--- src/rtl/rv32_pkg.sv ---
// Shared RV32 core types and constants used by the instruction-fetch front end.
package rv32_pkg;

  localparam logic [31:0] DEFAULT_RESET_PC = 32'h0000_0000;
  localparam logic [31:0] NOP_INSTR        = 32'h0000_0013;

  // One fetched instruction together with the PC it was fetched from.
  typedef struct packed {
    logic [31:0] pc;
    logic [31:0] instr;
  } fetch_entry_t;

endpackage

--- src/rtl/if_ibuf.sv ---
// Two-entry synchronous instruction queue between fetch and the IF/ID register.
// Flush discards all entries; a push into a full queue is only accepted when the
// same cycle pops, so an entry is never overwritten before it is consumed.
module if_ibuf
  import rv32_pkg::*;
(
  input  logic         clk,
  input  logic         rst_n,
  input  logic         flush,
  input  logic         push,
  input  fetch_entry_t push_data,
  input  logic         pop,
  output fetch_entry_t head,
  output logic [1:0]   count
);

  fetch_entry_t mem_q [2];
  logic         rd_ptr_q;
  logic         wr_ptr_q;
  logic [1:0]   count_q;
  logic         do_push;
  logic         do_pop;

  // Qualify push/pop against current occupancy.
  always_comb begin
    do_pop  = pop & (count_q != 2'd0);
    do_push = push & ((count_q != 2'd2) | do_pop);
  end

  // Storage, pointers and occupancy; flush empties the queue.
  always_ff @(posedge clk) begin
    if (!rst_n) begin
      mem_q[0] <= '0;
      mem_q[1] <= '0;
      rd_ptr_q <= 1'b0;
      wr_ptr_q <= 1'b0;
      count_q  <= 2'd0;
    end else if (flush) begin
      rd_ptr_q <= 1'b0;
      wr_ptr_q <= 1'b0;
      count_q  <= 2'd0;
    end else begin
      if (do_push) begin
        mem_q[wr_ptr_q] <= push_data;
        wr_ptr_q        <= ~wr_ptr_q;
      end
      if (do_pop) begin
        rd_ptr_q <= ~rd_ptr_q;
      end
      count_q <= count_q + {1'b0, do_push} - {1'b0, do_pop};
    end
  end

  assign head  = mem_q[rd_ptr_q];
  assign count = count_q;

endmodule

--- src/rtl/if_fetch_unit.sv ---
// Instruction-fetch front end: owns the fetch PC, issues sequential or redirected
// requests to instruction memory and queues returned words for the ID stage.
// Optional feature macro IF_MISALIGN_TRAP_EN: a misaligned redirect target raises the
// sticky if_misalign_o and freezes fetching until the next redirect or reset.
module if_fetch_unit
  import rv32_pkg::*;
#(
  parameter logic [31:0] RESET_PC = DEFAULT_RESET_PC
) (
  input  logic        clk,
  input  logic        rst_n,
  input  logic        redirect_i,
  input  logic [31:0] redirect_pc_i,
  output logic        imem_req_o,
  output logic [31:0] imem_addr_o,
  input  logic        imem_gnt_i,
  input  logic        imem_rvalid_i,
  input  logic [31:0] imem_rdata_i,
  output logic        if_valid_o,
  output logic [31:0] if_instr_o,
  output logic [31:0] if_pc_o,
`ifdef IF_MISALIGN_TRAP_EN
  output logic        if_misalign_o,
`endif
  input  logic        id_ready_i
);

  logic [31:0]  fetch_pc_q, fetch_pc_d;
  logic [31:0]  tag_q, tag_d;
  logic         outstanding_q, outstanding_d;
  logic         kill_q, kill_d;
  logic [31:0]  target_pc;
  logic         frozen;
  logic [1:0]   count;
  fetch_entry_t head;
  fetch_entry_t push_entry;
  logic         pop;
  logic         push;
  logic         grant;
  logic         landed;
  logic         pending;
  logic [2:0]   used;

  assign target_pc = {redirect_pc_i[31:2], 2'b00};

`ifdef IF_MISALIGN_TRAP_EN
  logic misalign_q, misalign_d;

  // Every redirect re-evaluates the trap; otherwise it is sticky.
  always_comb begin
    misalign_d = misalign_q;
    if (redirect_i) begin
      misalign_d = |redirect_pc_i[1:0];
    end
  end

  // Misalign flag register.
  always_ff @(posedge clk) begin
    if (!rst_n) begin
      misalign_q <= 1'b0;
    end else begin
      misalign_q <= misalign_d;
    end
  end

  assign frozen        = misalign_q;
  assign if_misalign_o = misalign_q;
`else
  logic unused_pc_lsb;
  assign unused_pc_lsb = ^redirect_pc_i[1:0];
  assign frozen        = 1'b0;
`endif

  // Request gating: a response in flight already owns a queue slot, unless it is
  // marked for discard, so every granted request is guaranteed somewhere to land.
  always_comb begin
    pop        = if_valid_o & id_ready_i;
    landed     = imem_rvalid_i & outstanding_q;
    pending    = outstanding_q & ~kill_q;
    used       = {1'b0, count} + {2'b00, pending} - {2'b00, pop};
    imem_req_o = rst_n & ~redirect_i & ~frozen & (used < 3'd2);
    grant      = imem_req_o & imem_gnt_i;
    push       = landed & ~kill_q & ~redirect_i;
    push_entry.pc    = tag_q;
    push_entry.instr = imem_rdata_i;
  end

  // Next fetch PC, response tag, outstanding and kill tracking; redirect wins.
  always_comb begin
    fetch_pc_d    = fetch_pc_q;
    tag_d         = tag_q;
    outstanding_d = outstanding_q & ~imem_rvalid_i;
    kill_d        = kill_q;
    if (redirect_i) begin
      fetch_pc_d = target_pc;
      // A response landing this cycle is dropped by the flush; only a later one needs killing.
      kill_d     = outstanding_q & ~imem_rvalid_i;
    end else begin
      if (landed) begin
        kill_d = 1'b0;
      end
      if (grant) begin
        tag_d         = fetch_pc_q;
        fetch_pc_d    = fetch_pc_q + 32'd4;
        outstanding_d = 1'b1;
      end
    end
  end

  // Fetch state registers.
  always_ff @(posedge clk) begin
    if (!rst_n) begin
      fetch_pc_q    <= RESET_PC;
      tag_q         <= '0;
      outstanding_q <= 1'b0;
      kill_q        <= 1'b0;
    end else begin
      fetch_pc_q    <= fetch_pc_d;
      tag_q         <= tag_d;
      outstanding_q <= outstanding_d;
      kill_q        <= kill_d;
    end
  end

  if_ibuf u_ibuf (
    .clk       (clk),
    .rst_n     (rst_n),
    .flush     (redirect_i),
    .push      (push),
    .push_data (push_entry),
    .pop       (pop),
    .head      (head),
    .count     (count)
  );

  assign imem_addr_o = fetch_pc_q;
  assign if_valid_o  = (count != 2'd0);
  assign if_pc_o     = if_valid_o ? head.pc : '0;
  assign if_instr_o  = if_valid_o ? head.instr : '0;

endmodule

--- config.mk ---
export PLATFORM = sky130hd
export DESIGN_NAME = if_fetch_unit
export DESIGN_NICKNAME = d
export VERILOG_FILES = /design/src/rtl/rv32_pkg.sv /design/src/rtl/if_ibuf.sv /design/src/rtl/if_fetch_unit.sv
export SDC_FILE = /design/constraint.sdc
export NUM_CORES = 1
export LEC_CHECK = 0
export ABC_AREA = 0
export BUFFER_PORTS_ARGS = -buffer_cell sky130_fd_sc_hd__buf_4
export CORE_MARGIN = 2
export CORE_UTILIZATION = 40
export DETAILED_ROUTE_END_ITERATION = 7
export PLACE_DENSITY_LB_ADDON = 0.15
export SETUP_SLACK_MARGIN = 0.1
export SLEW_MARGIN = 20
export SYNTH_ARGS = -nofsm -noshare
export SYNTH_HDL_FRONTEND = slang
export SYNTH_SLANG_ARGS = --single-unit
--- constraint.sdc ---
create_clock -name clk -period 10 [get_ports clk]
set_clock_uncertainty 0.1 [all_clocks]
set_input_delay 3 -clock clk [delete_from_list [all_inputs] [get_ports clk]]
set_output_delay 3 -clock clk [all_outputs]
set_load 0.005 [all_outputs]
==> run metrics <==
status=finished clean; Crit. End Element=primary output; slowest stage delay, CP=0.59 ns; GRT Total Usage=18.0%; clock tree from TritonCTS=built; CTS Buffer Depth=2; fmax=124 MHz; GR Util met1=23.9%; Routed WL=20600 um; Synth Area in Adders=0.794%; crit-path max FO=3; Die Area=0.0233 mm^2; Final nets=1018; Buf/Inv on CP=2; crit path cell chain=buf_4 -> and2_1 -> ha_1 -> or3b_2 -> fa_1 -> nand2_1 -> nor2_1 -> buf_4; max_slew headroom=38.8%; top_reg_cell synth=edfxtp_1; via count=6176; I/O Pins=168; GR Layer Usage met2=30.3%; mux contribution to synthesized area=7.67%; PortBufs=161; Peak supply drop=106 uV; Post-Route Utilization=49.6%; htree depth=4; post-layout min period=8.04 ns; Final Slew Violations=0; WL/cell=16.6 um; Critical Path RT=6.90 ns; CTS Buf Count=17; Core Region=0.0218 mm^2; Worst Hold Class=reg2reg; layout cells sized above 1=22.8%; RSZ-0062 raised after global routing=false; top-area cell type share of the netlist area=42.2%; largest net degree at the start of global routing=74; later-pin clock latency in the skew report=0.42 ns; worst setup margin=1.96 ns; P&R area growth vs syn=22.3%; Finish-stage setup viols=0; TNS Setup=0 ns; leading area contributor after synthesis=edfxtp_1; Worst-Margin Slew=0.918 ns; Die Width=153 um; CP max stage cell=fa_1; Unique masters post-synth=57; Logic pwr share=6.0%; number of synthesized register bits=191; PwrDens=152 mW/mm^2; sequential area share after synthesis=57.4%; reg2reg setup slack=5.24 ns; Compound-Gate Fraction of Synth Area=6.97%; largest family of logic cells by synthesized area=simple AND/OR/NAND/NOR gates; Internal=0.00126 W; family with the most delay on the worst path=adder cells; Flop pwr share=54.2%; Synth Warn #=0; DRC viols=0; n_diodes=0; clock sink count=191; hold slack=0.370 ns; crit path kind=in2out; Final Hold Vio Count=0; vias in the first global route=6137; Synth Area in XOR/XNOR=1.57%; worst slack, placed=1.94 ns; cell area after synthesis=0.00883 mm^2; # Post-CTS Setup Buffers=0; clock root cell=clkbuf_16; period utilization=80.4%; ranking of synthesized cells by area=edfxtp_1 (42%), dfxtp_1 (15%), and2_1 (9.1%); CTS clk-pin slew, worst paths=0.07 ns; Mapped Cells=809; Clk pwr share=39.8%; DR iter-0 viols=253; die height=153 um; Setup crit start kind=input pin; post-synthesis simple-gate area fraction=22.5%; Initial Util=40.6%; post-DR vias/cell=5.00; async set-reset flop share out of synthesis=0%; WP data arrival=4.94 ns; GRT busiest layer=met2; TritonRoute pass-1 iters=4; hold buffer count at cts=0; grt ovf=0; GRT met3 Usage=3.07%; switching fraction of total power=22.9%; first-pass GRT wire length=33300 um; critical path's most frequent cell=buf_4; EDFF count, synth=124; initial antenna violation count=0; leakage=4.08 nW; Routed Antenna Nets=0; max cap viols=0; DPL Wire Length=13000 um; Post-CTS Resized=0; Syn Area/Cell=10.9 um^2; switching pwr=0.000375 W; FP Rows=54; GP Congestion=0.789
==> worst paths after layout <==
kind                         from              end  depth (start not counted)
setup reg to reg  u_ibuf.count[1]  imem_addr_o[23]                         13
setup / recovery       id_ready_i       imem_req_o                          8
hold reg to reg         tag_q[19]        tag_q[19]                          2
hold / removal          tag_q[19]        tag_q[19]                          2
==> logic make-up after synthesis <==
logic type	Yosys count
buffers and inverters	60
adder cells (fa/ha/maj)	5
flip-flops	191
XOR/XNOR	15
multiplexers	67
AND/OR/NAND/NOR	377
AO/OA/AOI/OAI	93
other	1
==> layer usage <==
layer,vias up,wire length [um]
met4,0,168
li1,3082,-
met2,146,10100
met3,8,804
met5,-,0
met1,2940,9500
==> power by group through the flow <==
stage	registers [W]	logic, W	clock network [W]
after detailed placement	0.000906	0.0000993	0
after CTS	0.000888	0.0000995	0.000672
after global routing	0.000892	0.000109	0.000696
final	0.000888	0.0000975	0.000652
after global placement	0.000905	0.0000986	0
after floorplan	0.000902	0.0000494	0
==> stage by stage <==
stage	cell area, um^2	power [W]	instances
2_1_floorplan	8840	0.000951	812
3_3_place_gp	10200	0.00100	1204
3_5_place_dp	10200	0.00101	1204
4_1_cts	10800	0.00166	1236
5_1_grt	10800	0.00170	1236
6_report	10800	0.00164	1236
==> cell type report <==
type | instances | area (um^2)
clock buffer | 18 | 429
clock inverter | 14 | 135
fill | 2018 | 11000
inverter | 5 | 18.8
multi-input combinational | 561 | 3540
sequential | 191 | 5070
tap | 280 | 350
timing repair buffer | 167 | 1250
==> synthesized netlist by cell type, types with 15 or more instances <==
| cell type | instances |
|---|---|
| nand3_1 | 24 |
| o21ai_0 | 20 |
| clkbuf_1 | 33 |
| and3_1 | 15 |
| and2_1 | 129 |
| nand2_1 | 89 |
| nor2_1 | 76 |
| mux2i_1 | 62 |
| a21boi_0 | 38 |
| dfxtp_1 | 67 |
| edfxtp_1 | 124 |
==> placed cells by master, fill, tap and decap left out, types with 3 or more instances in the layout <==
cell	instances
xor2_1	5
mux2_2	5
o21ai_0	19
buf_4	167
a21boi_1	3
inv_6	3
inv_1	4
nand3_1	24
xnor2_1	9
clkbuf_16	17
or3_1	5
and2_1	129
nor3_1	4
nand2_1	88
edfxtp_1	124
ha_1	4
conb_1	4
a31oi_1	9
nand4_1	13
nor2_1	75
and4_1	3
a21boi_0	38
a21oi_1	13
dfxtp_1	66
clkinv_4	4
mux2i_1	62
and3_1	14
==> worst reg2reg max path, delay by kind of cell (launching register included) <==
family	cells	cell delay (ns)
flops	1	0.42
simple gates	7	1.99
buf+inv	3	1.19
fa+ha+maj	2	0.68
xor+xnor	1	0.28
==> state kept, by name (all words and copies together) (netlist names), named ones only <==
signal	cells
imem_addr_o	30
kill_q	1
outstanding_q	1
tag_q	30
u_ibuf.count	2
u_ibuf.mem_q	124
u_ibuf.rd_ptr_q	1
u_ibuf.wr_ptr_q	1
Note: power is estimated with default switching activity, not from simulation.
